--- src/rtl/bram_seq_pkg.sv ---
// bram_seq_pkg: sequencer state encoding, default parameters and skid FIFO entry layout.
package bram_seq_pkg;
  typedef enum logic [1:0] {IDLE, RUN, DRAIN, DONE} state_e;
  localparam int DEF_ADDR_W = 5;
  localparam int DEF_DATA_W = 16;
  localparam int DEF_RD_LAT = 1;
  // FIFO entry is {word_a, word_b, last} with word_a in the MSBs
  function automatic int entry_w(input int data_w);
    return 2 * data_w + 1;
  endfunction
endpackage

--- src/rtl/bram_rd_skid_fifo.sv ---
// bram_rd_skid_fifo: first-word-fall-through skid buffer with occupancy count and sync flush.
module bram_rd_skid_fifo #(
  parameter int DEPTH = 3,
  parameter int W     = 33,
  parameter int CW    = $clog2(DEPTH + 1)
) (
  input  logic          clk,
  input  logic          rst,
  input  logic          push_i,
  input  logic [W-1:0]  din_i,
  input  logic          pop_i,
  output logic [W-1:0]  dout_o,
  output logic [CW-1:0] count_o
);
  localparam int PW = $clog2(DEPTH);
  logic [W-1:0]  mem_q [DEPTH];
  logic [PW-1:0] wp_q, rp_q;
  logic [CW-1:0] cnt_q;
  assign count_o = cnt_q;
  // an empty FIFO presents zeros so the stream reads as reset
  assign dout_o = (cnt_q == '0) ? '0 : mem_q[rp_q];
  always_ff @(posedge clk)
    if (push_i) mem_q[wp_q] <= din_i;
  always_ff @(posedge clk) begin
    if (rst) begin
      wp_q  <= '0;
      rp_q  <= '0;
      cnt_q <= '0;
    end else begin
      if (push_i) wp_q <= (wp_q == PW'(DEPTH - 1)) ? '0 : wp_q + 1'b1;
      if (pop_i) rp_q <= (rp_q == PW'(DEPTH - 1)) ? '0 : rp_q + 1'b1;
      cnt_q <= cnt_q + CW'(push_i) - CW'(pop_i);
    end
  end
endmodule

--- src/rtl/bram_read_sequencer.sv ---
// bram_read_sequencer: lockstep A/B BRAM address sweep turned into a ready/valid pair stream.
// Define BRAM_SEQ_CONT_EN to add the cont input for gapless back-to-back passes.
module bram_read_sequencer
  import bram_seq_pkg::*;
#(
  parameter int ADDR_W = DEF_ADDR_W,
  parameter int DATA_W = DEF_DATA_W,
  parameter int RD_LAT = DEF_RD_LAT,
  parameter int LEN_W  = ADDR_W + 1
) (
  input  logic              clk,
  input  logic              rst,
  input  logic              start,
  input  logic [ADDR_W-1:0] base_addr,
  input  logic [LEN_W-1:0]  len,
`ifdef BRAM_SEQ_CONT_EN
  input  logic              cont,
`endif
  output logic              busy,
  output logic              done,
  output logic              ena_A,
  output logic              wea_A,
  output logic [ADDR_W-1:0] addra_A,
  output logic              ena_B,
  output logic              wea_B,
  output logic [ADDR_W-1:0] addra_B,
  input  logic [DATA_W-1:0] douta_A,
  input  logic [DATA_W-1:0] douta_B,
  output logic              out_valid,
  input  logic              out_ready,
  output logic [DATA_W-1:0] out_a,
  output logic [DATA_W-1:0] out_b,
  output logic              out_last
);
  localparam int DEPTH = RD_LAT + 2;
  localparam int CW    = $clog2(DEPTH + 1);
  localparam int EW    = entry_w(DATA_W);
  state_e            state_q;
  logic [ADDR_W-1:0] base_q;
  logic [LEN_W-1:0]  len_q, idx_q;
  logic [RD_LAT-1:0] vld_q, lst_q;
  logic              done_q;
  logic [CW-1:0]     cnt;
  logic [CW:0]       infl, occ;
  logic [EW-1:0]     head;
  logic              issue, is_last, pop, cont_w;
`ifdef BRAM_SEQ_CONT_EN
  assign cont_w = cont;
`else
  assign cont_w = 1'b0;
`endif
  always_comb begin
    infl = '0;
    for (int i = 0; i < RD_LAT; i++) infl = infl + (CW + 1)'(vld_q[i]);
  end
  // credit counts both buffered pairs and reads still in the BRAM pipeline
  assign occ       = (CW + 1)'(cnt) + infl;
  assign issue     = (state_q == RUN) && (occ < (CW + 1)'(DEPTH));
  assign is_last   = (idx_q == len_q - 1'b1);
  assign pop       = out_valid && out_ready;
  assign ena_A     = issue;
  assign ena_B     = issue;
  assign wea_A     = 1'b0;
  assign wea_B     = 1'b0;
  assign addra_A   = base_q + idx_q[ADDR_W-1:0];
  assign addra_B   = addra_A;
  assign busy      = (state_q != IDLE);
  assign done      = done_q;
  assign out_valid = (cnt != '0);
  assign {out_a, out_b, out_last} = head;
  bram_rd_skid_fifo #(.DEPTH(DEPTH), .W(EW), .CW(CW)) u_fifo (
    .clk     (clk),
    .rst     (rst),
    .push_i  (vld_q[RD_LAT-1]),
    .din_i   ({douta_A, douta_B, lst_q[RD_LAT-1]}),
    .pop_i   (pop),
    .dout_o  (head),
    .count_o (cnt)
  );
  always_ff @(posedge clk) begin
    if (rst) begin
      state_q <= IDLE;
      base_q  <= '0;
      len_q   <= '0;
      idx_q   <= '0;
      vld_q   <= '0;
      lst_q   <= '0;
      done_q  <= 1'b0;
    end else begin
      vld_q[0] <= issue;
      lst_q[0] <= issue && is_last;
      for (int i = 1; i < RD_LAT; i++) begin
        vld_q[i] <= vld_q[i-1];
        lst_q[i] <= lst_q[i-1];
      end
      done_q <= (pop && out_last) || (state_q == IDLE && start && len == '0);
      case (state_q)
        IDLE: if (start) begin
          base_q  <= base_addr;
          len_q   <= len;
          idx_q   <= '0;
          state_q <= (len == '0) ? DONE : RUN;
        end
        RUN: if (issue) begin
          idx_q <= is_last ? '0 : idx_q + 1'b1;
          if (is_last && !cont_w) state_q <= DRAIN;
        end
        // leave as the final pair is accepted so done lands one cycle later
        DRAIN: if (infl == '0 && (cnt == '0 || (cnt == CW'(1) && pop))) state_q <= DONE;
        default: state_q <= IDLE;
      endcase
    end
  end
endmodule
--- config.mk ---
export PLATFORM = sky130hd
export DESIGN_NAME = bram_read_sequencer
export DESIGN_NICKNAME = d
export VERILOG_FILES = /design/src/rtl/bram_seq_pkg.sv /design/src/rtl/bram_rd_skid_fifo.sv /design/src/rtl/bram_read_sequencer.sv
export SDC_FILE = /design/constraint.sdc
export NUM_CORES = 1
export LEC_CHECK = 0
export ABC_AREA = 1
export ABC_CLOCK_PERIOD_IN_PS = 10700
export BUFFER_PORTS_ARGS = -buffer_cell sky130_fd_sc_hd__buf_2
export CAP_MARGIN = 20
export CORE_UTILIZATION = 35
export CTS_CLUSTER_SIZE = 40
export DETAILED_ROUTE_END_ITERATION = 10
export GPL_TIMING_DRIVEN = 0
export PLACE_DENSITY_LB_ADDON = 0.2
export SYNTH_ARGS = -nofsm -noshare
export SYNTH_HDL_FRONTEND = slang
export SYNTH_SLANG_ARGS = --single-unit
--- constraint.sdc ---
create_clock -name clk -period 10.7 [get_ports clk]
set_clock_uncertainty 0.1 [all_clocks]
set_input_delay 1.07 -clock clk [delete_from_list [all_inputs] [get_ports clk]]
set_output_delay 1.07 -clock clk [all_outputs]
set_load 0.02 [all_outputs]
* Word level (Yosys, flattened, before mapping)
Memory sizes are Yosys's and may differ from the RTL's. A register that Yosys moved wholly into a read port is not among the register bits.
Index checks and enable logic that the tools add are counted.
** Word-level totals
- Register bits after elaboration :: 28
- Bits in writable memories :: 99
- Input port bits :: 47
- Output and inout bits :: 50
- Memories :: 1
** Cells by class
- Add/sub/neg operators :: 8
- Magnitude comparators :: 1
- Equal/unequal tests :: 10
- Mux-type cells :: 17
- Reductions and logical operators :: 20
** Memory list
- u_fifo.mem_q :: words 3, bits a word 33, read ports 1, clocked after memory_dff 1, write ports 1, RTL line bram_rd_skid_fifo.sv:16 : logic [W-1:0] mem_q [DEPTH];
** Operators with widths (number)
- $mux 33 :: 1
- $mux 2 :: 9
- $mux 6 :: 3
- $pmux 6 s2 :: 1
- $logic_and 1x1->1 :: 8
- $ne 2x2->1 const B :: 4
- $add 6x1->6 const B :: 1
- $eq 2x2->1 const B :: 3
- $eq 6x6->1 :: 1
- $logic_not 6->1 :: 1
- $pmux 2 s3 :: 1
- $reduce_bool 2->1 :: 3
- $sub 6x1->6 const B :: 1
- $add 5x5->5 :: 1
- $add 2x1->2 const B :: 2
- $eq 2x1->1 const B :: 2
- $logic_not 2->1 :: 2
- $reduce_and 4->1 :: 1
- $add 2x1->3 :: 1
- $logic_not 3->1 :: 1
- $lt 3x2->1 const B :: 1
- $reduce_and 3->1 :: 1
- $add 2x1->2 :: 1
- $logic_or 1x1->1 :: 2
- other kinds (3) :: 4

* Longest topological paths before layout
Gate-level depths: netlist (run 1).
- Depth after elaboration :: 7
- Gate-level depth with buffers :: 13

* Hierarchy
A second synthesis (run 1) with hierarchy kept.
** Unflattened totals
- Cell total of the unflattened synthesis :: 598
- Area total of the unflattened synthesis :: 5843.1 um^2
** By module, submodules not included
- bram_rd_skid_fifo :: instances 1, cells each 391, area an instance 4364.2 um^2, seq. area each 3133.0 um^2
- bram_read_sequencer :: instances 1, cells each 207, area an instance 1478.9 um^2, seq. area each 440.4 um^2

* Least setup slack after synthesis (run 1)
Ideal clock, no wire load.
- Path type :: register -> register
- From :: register vld_q
- To :: memory u_fifo.mem_q[0][0] (enable)
- Setup time :: 467 ps
- Arrival time :: 2766 ps
- Data required time :: 10133 ps
- Setup slack :: 7367 ps
- Cell stages (with the launch flop) :: 3
- Buffers on the path :: 0
- Period minus slack after synthesis :: 3333 ps
- Cells stage by stage :: dfxtp_1 inv_1 nor3_1
** Between the ends
- Longest elaborated chain between the ends :: 2
** RTL lines
- from (decl) :: RTL line bram_read_sequencer.sv:41 : logic [RD_LAT-1:0] vld_q, lst_q;
- from (signal, indexed assignment) :: RTL line bram_read_sequencer.sv:93 : vld_q[i] <= vld_q[i-1];
- $mux 1 :: RTL line bram_rd_skid_fifo.sv:23 : if (push_i) mem_q[wp_q] <= din_i;
- $mux 1 (not written as such) :: RTL line bram_rd_skid_fifo.sv:23
- to (decl) :: RTL line bram_rd_skid_fifo.sv:16
Every way passes these cells.

* Final worst setup path (run 1)
- From :: register idx_q[0]
- To :: output port addra_B[4]
** Between the ends
- Longest elaborated chain between the ends :: 1
** RTL lines
- from (decl) :: RTL line bram_read_sequencer.sv:40 : logic [LEN_W-1:0] len_q, idx_q;
- from (signal assigned) :: RTL line bram_read_sequencer.sv:105 : idx_q <= is_last ? '0 : idx_q + 1'b1;
- $add 5x5->5 :: RTL line bram_read_sequencer.sv:65 : assign addra_A = base_q + idx_q[ADDR_W-1:0];
- to (decl) :: RTL line bram_read_sequencer.sv:26 : output logic [ADDR_W-1:0] addra_B,
Every way passes these cells.

==> results of run 1 <==
## stage by stage
step,instance area (um^2),std cells,setup slack (ns),power (mW)
2_1_floorplan,5640,519,7.37,1.13
3_5_place_dp,6460,834,7.67,1.35
6_report,7100,867,7.25,1.95
3_3_place_gp,6380,828,5.45,1.33
5_1_grt,7100,866,7.09,2.06
4_1_cts,7100,866,7.20,1.98
## sequential cells by signal, indices dropped and copies added (netlist names), named ones only
signal and count:
u_fifo.mem_q 99, idx_q 6, len_q 6, base_q 5
state_q 2, u_fifo.count_o 2, u_fifo.rp_q 2, u_fifo.wp_q 2
done 1, lst_q 1, vld_q 1
## worst max path at each step
stage | startpoint | to | slack, ns | cells past startpoint
after floorplan | vld_q$_SDFF_PP0_ | u_fifo.mem_q[0][0]$_DFFE_PP_ | 7.37 | 2
after global placement | vld_q$_SDFF_PP0_ | u_fifo.mem_q[0][19]$_DFFE_PP_ | 5.45 | 2
after detailed placement | idx_q[0]$_SDFFE_PP0P_ | addra_B[4] | 7.67 | 7
after CTS | idx_q[0]$_SDFFE_PP0P_ | addra_B[4] | 7.20 | 7
after global routing | idx_q[0]$_SDFFE_PP0P_ | addra_B[4] | 7.09 | 7
final | idx_q[0]$_SDFFE_PP0P_ | addra_B[4] | 7.25 | 7
## final cells by class
type                       count  share of cell area, %
clock buffer                  17                   5.99
clock inverter                15                   3.03
sequential                   129                   50.3
timing repair buffer          99                   7.51
tap                          216                   3.81
antenna                        1                 0.0352
multi-input combinational    292                   23.6
buffer                        28                   1.99
inverter                      70                   3.70
## critical path, delay by kind of cell (launching register included)
kind            cells  cell delay (ns)
fa+ha+maj           2             0.64
flops               1             0.48
compound gates      1             0.21
xor+xnor            1             0.19
buf+inv             3             0.34
## layer usage
metal  wire, um  track usage [%]  part of all wire, %  vias to the layer above
met5          0                0                    0                        -
met4        135             7.06                  1.1                        0
met3        499             4.37                  4.0                       10
met2       6050             27.1                   49                       76
met1       5700             19.1                   46                     1904
li1           -                -                    -                     1997
## layout by cell type (no fill, tap or decap), types with 3 or more instances in the layout
| master | synthesis | routed |
|---|---|---|
| nor2_2 | 10 | 10 |
| clkbuf_1 | 15 | 15 |
| ha_1 | 14 | 14 |
| buf_2 | 5 | 98 |
| dfxtp_1 | 30 | 30 |
| edfxtp_1 | 99 | 99 |
| clkbuf_16 | 0 | 17 |
| buf_4 | 8 | 8 |
| a21oi_1 | 16 | 16 |
| xnor2_1 | 3 | 3 |
| o211ai_1 | 33 | 33 |
| bufinv_16 | 0 | 5 |
| clkinv_2 | 0 | 4 |
| nor2_1 | 21 | 21 |
| inv_2 | 4 | 5 |
| nand2_1 | 97 | 97 |
| nand3_1 | 47 | 47 |
| xor2_1 | 7 | 7 |
| buf_6 | 0 | 6 |
| o21ai_0 | 19 | 19 |
| nand4_1 | 3 | 3 |
| inv_1 | 65 | 64 |
## cells by family after synthesis
group,synth area share [%]
AND/OR/NAND/NOR,15.4
flip-flops,63.4
buffers and inverters,7.16
AO/OA/AOI/OAI,8.74
adder cells (fa/ha/maj),3.46
XOR/XNOR,1.84
other,0.0665
## power breakdown
| group | switching, mW | internal, mW |
|---|---|---|
| Combinational | 0.460 | 0.237 |
| Clock | 0.210 | 0.411 |
| Sequential | 0.0326 | 0.598 |
==> flow_metrics.py, run 1 <==
metrics = {
    "clock_network": {
        "cts_buffers": 17,
        "cts_tree": "built",
        "cts_resized": 0,
        "clk_latency_ns": 0.42,
        "cts_setup_buffers": 0,
        "cts_hold_buf": 0,
        "cts_sinks": 129,
        "clk_pin_slew_ns": 0.05,
        "cts.htree.levels": 4,
        "clk_root_buffer_cell": "clkbuf_16",
        "cts_max_path_buffers": 2,
    },
    "place": {
        "dpl.hpwl_um": 8630,
        "port_buffers": 93,
        "place.gp.congestion": 0.778,
    },
    "sta": {
        "holdWs_ns": 0.360,
        "rsz0062_at_grt": "no",
        "setup_viol": 0,
        "report.final.hold_viol_count": 0,
        "relSlewSlack_pct": 39.7,
        "maxSlewViolCount": 0,
        "worst_pin_slew_ns": 0.900,
        "finalCriticalPeriod_ns": 3.45,
        "fin_setup_tns_ns": 0,
        "period_share_pct": 32.2,
        "fmax_mhz": 290,
    },
    "yosys": {
        "ys.flop_type": "edfxtp_1",
        "ys_ff_latch": 129,
        "syn_avg_cell_area_um2": 10.9,
        "yosysTopAreaCellShare_pct": 52.7,
        "yosysUniqueCellTypes": 35,
        "synthTopCellsByCount": "edfxtp_1, nand2_1, inv_1, nand3_1, o211ai_1",
        "synth_edf_count": 99,
        "ys_seq_area_share_pct": 63.4,
        "synthArstFlopShare_pct": 0,
        "yosys_warnings": 0,
        "syn_inst": 518,
        "netlist_top_cells_area": "edfxtp_1, dfxtp_1, nand2_1",
        "syn-cell-area_um2": 5640,
        "yosysMostFrequentCell": "edfxtp_1",
        "synth_top_area_cell": "edfxtp_1",
    },
    "min_path": {
        "min_to": "u_fifo.mem_q[2][0]$_DFFE_PP_",
        "holdPathStages": 0,
        "hp-class": "reg2reg",
        "hold_path.startpoint": "lst_q$_SDFF_PP0_",
    },
    "floorplanning": {
        "start_util_pct": 35.6,
        "rows": 46,
        "core_um2": 15800,
        "fp.dieArea_um2": 16600,
        "fp.dieH_um": 129,
        "io_pins": 97,
        "die_x_um": 129,
    },
    "route": {
        "drt-initial-drc-count": 245,
        "drc_errors": 0,
        "dr.pass1.iters": 4,
        "wl_per_cell_um": 14.3,
        "drtAntennaViolNets": 0,
        "wl_um": 12400,
        "vias": 3987,
        "viasPerCell": 4.60,
    },
    "final_layout": {
        "regArea_um2": 3570,
        "utilization_pct": 44.9,
        "fin_nets": 699,
        "multi_input_area_um2": 1680,
        "area_growth_syn_to_layout_pct": 25.9,
        "fillCellCount": 1530,
        "layout-drive-gt1-share_pct": 26.3,
    },
    "outcome": {
        "status": "finished clean",
    },
    "pwr": {
        "p_leak_nw": 3.15,
        "powerDensity_nw_per_um2": 274,
        "ir_drop_uv": 136,
    },
    "setup_path": {
        "path_cells": "ha_1, inv_1, fa_1, o21ai_0, xor2_1, buf_4, buf_2",
        "reg2reg_depth": 4,
        "slowest_delay_ns": 0.48,
        "crit_arrival_ns": 2.28,
        "critical_path.max_fanout": 5,
        "required_ns": 9.53,
        "crit_path_start_kind": "flip-flop",
        "r2r_setup_slack_ns": 8.66,
        "path_class": "reg2out",
        "cp_slowest_cell": "dfxtp_1",
        "rr_endpoint": "u_fifo.mem_q[2][7]$_DFFE_PP_",
        "endpoint_kind": "output pin",
        "reg2reg_from": "vld_q$_SDFF_PP0_",
    },
    "grt": {
        "grt_pass1_wl_um": 19700,
        "track_usage_pct": 16.0,
        "grt_pass1_vias": 3948,
        "grt_max_degree": 34,
        "grt_overflow_total": 0,
        "antenna_found_initial": 1,
    },
    "run": {
        "drv_cap": 0,
    },
}
Power figures use the tool's default switching activity.
==> run 2, diff against run 1 <==
--- a/config.mk
+++ b/config.mk
@@ -6,7 +6,7 @@
 export NUM_CORES = 1
 export LEC_CHECK = 0
 export ABC_AREA = 1
-export ABC_CLOCK_PERIOD_IN_PS = 10700
+export ABC_CLOCK_PERIOD_IN_PS = 2800
 export BUFFER_PORTS_ARGS = -buffer_cell sky130_fd_sc_hd__buf_2
 export CAP_MARGIN = 20
 export CORE_UTILIZATION = 35
==> constraint.sdc (replaced) <==
create_clock -name clk -period 2.8 [get_ports clk]
set_clock_uncertainty 0.1 [all_clocks]
set_input_delay 0.28 -clock clk [delete_from_list [all_inputs] [get_ports clk]]
set_output_delay 0.28 -clock clk [all_outputs]
set_load 0.02 [all_outputs]
==> flow_metrics.py, run 2 (synthesis gave the netlist of run 1 again) <==
metrics = {
    "outcome": {
        "status": "finished clean",
    },
    "place": {
        "place.gp.congestion": 0.768,
        "dp_cells": 832,
        "dpl.hpwl_um": 8370,
        "port_buffers": 93,
    },
    "final_layout": {
        "regMostFlops": "u_fifo.mem_q",
        "final_cell_mix": "edfxtp_1, buf_2, nand2_1",
        "final_common_cell": "edfxtp_1",
        "area_growth_syn_to_layout_pct": 30.2,
        "diodes": 0,
        "layout-drive-gt1-share_pct": 23.5,
        "utilization_pct": 46.4,
        "top_regs": "u_fifo.mem_q (99), idx_q (6), len_q (6)",
        "finalNonFillerCells": 896,
        "largest_reg_flops": 99,
        "fin_nets": 729,
    },
    "sta": {
        "fin_setup_tns_ns": 0,
        "relSlewSlack_pct": 46.5,
        "period_share_pct": 90.8,
        "holdWs_ns": 0.0306,
        "rsz0062_at_grt": "no",
        "report.final.hold_viol_count": 0,
        "worst_pin_slew_ns": 0.802,
        "setup_viol": 0,
        "maxSlewViolCount": 0,
        "fmax_mhz": 393,
        "finalCriticalPeriod_ns": 2.54,
    },
    "floorplanning": {
        "fp.dieH_um": 129,
        "io_pins": 97,
        "rows": 46,
        "core_um2": 15800,
        "start_util_pct": 35.6,
        "fp.dieArea_um2": 16600,
        "die_x_um": 129,
    },
    "setup_path": {
        "critical_path.max_fanout": 5,
        "reg2reg_from": "vld_q$_SDFF_PP0_",
        "required_ns": 2.42,
        "crit_path_start_kind": "flip-flop",
        "slowest_delay_ns": 0.40,
        "path_class": "reg2out",
        "endpoint_kind": "output pin",
        "crit_arrival_ns": 2.16,
        "cp_slowest_cell": "dfxtp_2",
        "path_buf_inv": 3,
        "crit_family": "adder cells",
        "reg2reg_depth": 10,
        "r2r_setup_slack_ns": 0.86,
        "rr_endpoint": "idx_q[5]$_SDFFE_PP0P_",
        "path_cells": "ha_1, inv_1, fa_1, o21ai_0, xor2_1, buf_4, buf_2",
    },
    "min_path": {
        "holdPathStages": 3,
        "min_to": "base_q[2]$_SDFFE_PP0P_",
        "hp-class": "in2reg",
        "hold_path.startpoint": "base_addr[2]",
    },
    "route": {
        "dr.pass1.iters": 4,
        "drt-initial-drc-count": 283,
        "drc_errors": 0,
        "wl_per_cell_um": 13.9,
        "viasPerCell": 4.59,
        "vias": 4117,
        "drtAntennaViolNets": 0,
        "wl_um": 12500,
    },
    "clock_network": {
        "clk_latency_ns": 0.41,
        "cts_setup_buffers": 0,
        "cts_buffers": 17,
        "cts.htree.levels": 4,
        "cts_max_path_buffers": 2,
        "cts_sinks": 129,
        "cts_tree": "built",
        "clk_root_buffer_cell": "clkbuf_16",
        "clk_pin_slew_ns": 0.05,
    },
    "pwr": {
        "p_leak_nw": 3.23,
        "power.total_mw": 7.17,
        "ir_drop_uv": 607,
        "powerDensity_nw_per_um2": 976,
    },
    "grt": {
        "grt_max_degree": 34,
        "grt_busiest_layer": "met2",
        "use_met1_pct": 20.0,
        "track_usage_pct": 15.8,
        "use_met2_pct": 26.3,
        "grt_overflow_total": 0,
        "met3_usage_pct": 3.49,
        "grt_pass1_vias": 4049,
        "antenna_found_initial": 0,
        "grt_pass1_wl_um": 19600,
    },
    "run": {
        "drv_cap": 0,
    },
}
-- run 2: power by group --
| part | leakage (nW) | internal [mW] | switching (mW) |
|---|---|---|---|
| clock | 0.261 | 1.29 | 0.732 |
| combinational | 1.83 | 0.949 | 1.79 |
| sequential | 1.14 | 2.29 | 0.126 |
| total | 3.23 | 4.52 | 2.65 |
-- run 2: repair_timing --
action	4_1_cts	5_1_grt
resized for setup	0	1
hold endpoints to repair	96	0
endpoints found under the setup margin	0	1
hold buffers	32	0
-- run 2: how the worst max path moves through the flow --
stage,endpoint,cells after the start,from
after floorplan,u_fifo.mem_q[0][0]$_DFFE_PP_,2,vld_q$_SDFF_PP0_
after global routing,out_b[4],8,flip-flop
after global placement,u_fifo.mem_q[0][10]$_DFFE_PP_,2,vld_q$_SDFF_PP0_
after detailed placement,addra_B[4],7,idx_q[0]$_SDFFE_PP0P_
after CTS,addra_B[4],7,idx_q[0]$_SDFFE_PP0P_
final,addra_B[4],7,idx_q[0]$_SDFFE_PP0P_
-- run 2: area by class of cell --
type / instances / area [um^2]
buffer: 28 / 141
timing repair buffer: 129 / 871
inverter: 70 / 263
clock buffer: 22 / 444
clock inverter: 10 / 92.6
sequential: 129 / 3570
multi-input combinational: 292 / 1690
tap: 216 / 270
fill: 1464 / 8480
-- run 2: layer usage --
layer,part of all wire [%],vias to the layer above
met5,0,-
met4,1.1,0
met1,48,1961
li1,-,2061
met2,48,83
met3,3.3,12
-- run 2: worst min-delay path: stages --
cell,delay [ns]
buf_2,0.07
o21ai_0,0.07
nor2_1,0.08
-- run 2: stage by stage --
step                setup slack [ns]  cell area, um^2
floorplan                      0.496             5650
global placement              -0.567             6390
detailed placement             0.548             6490
CTS                           0.0986             7340
global route                  0.0951             7350
finish                         0.257             7350
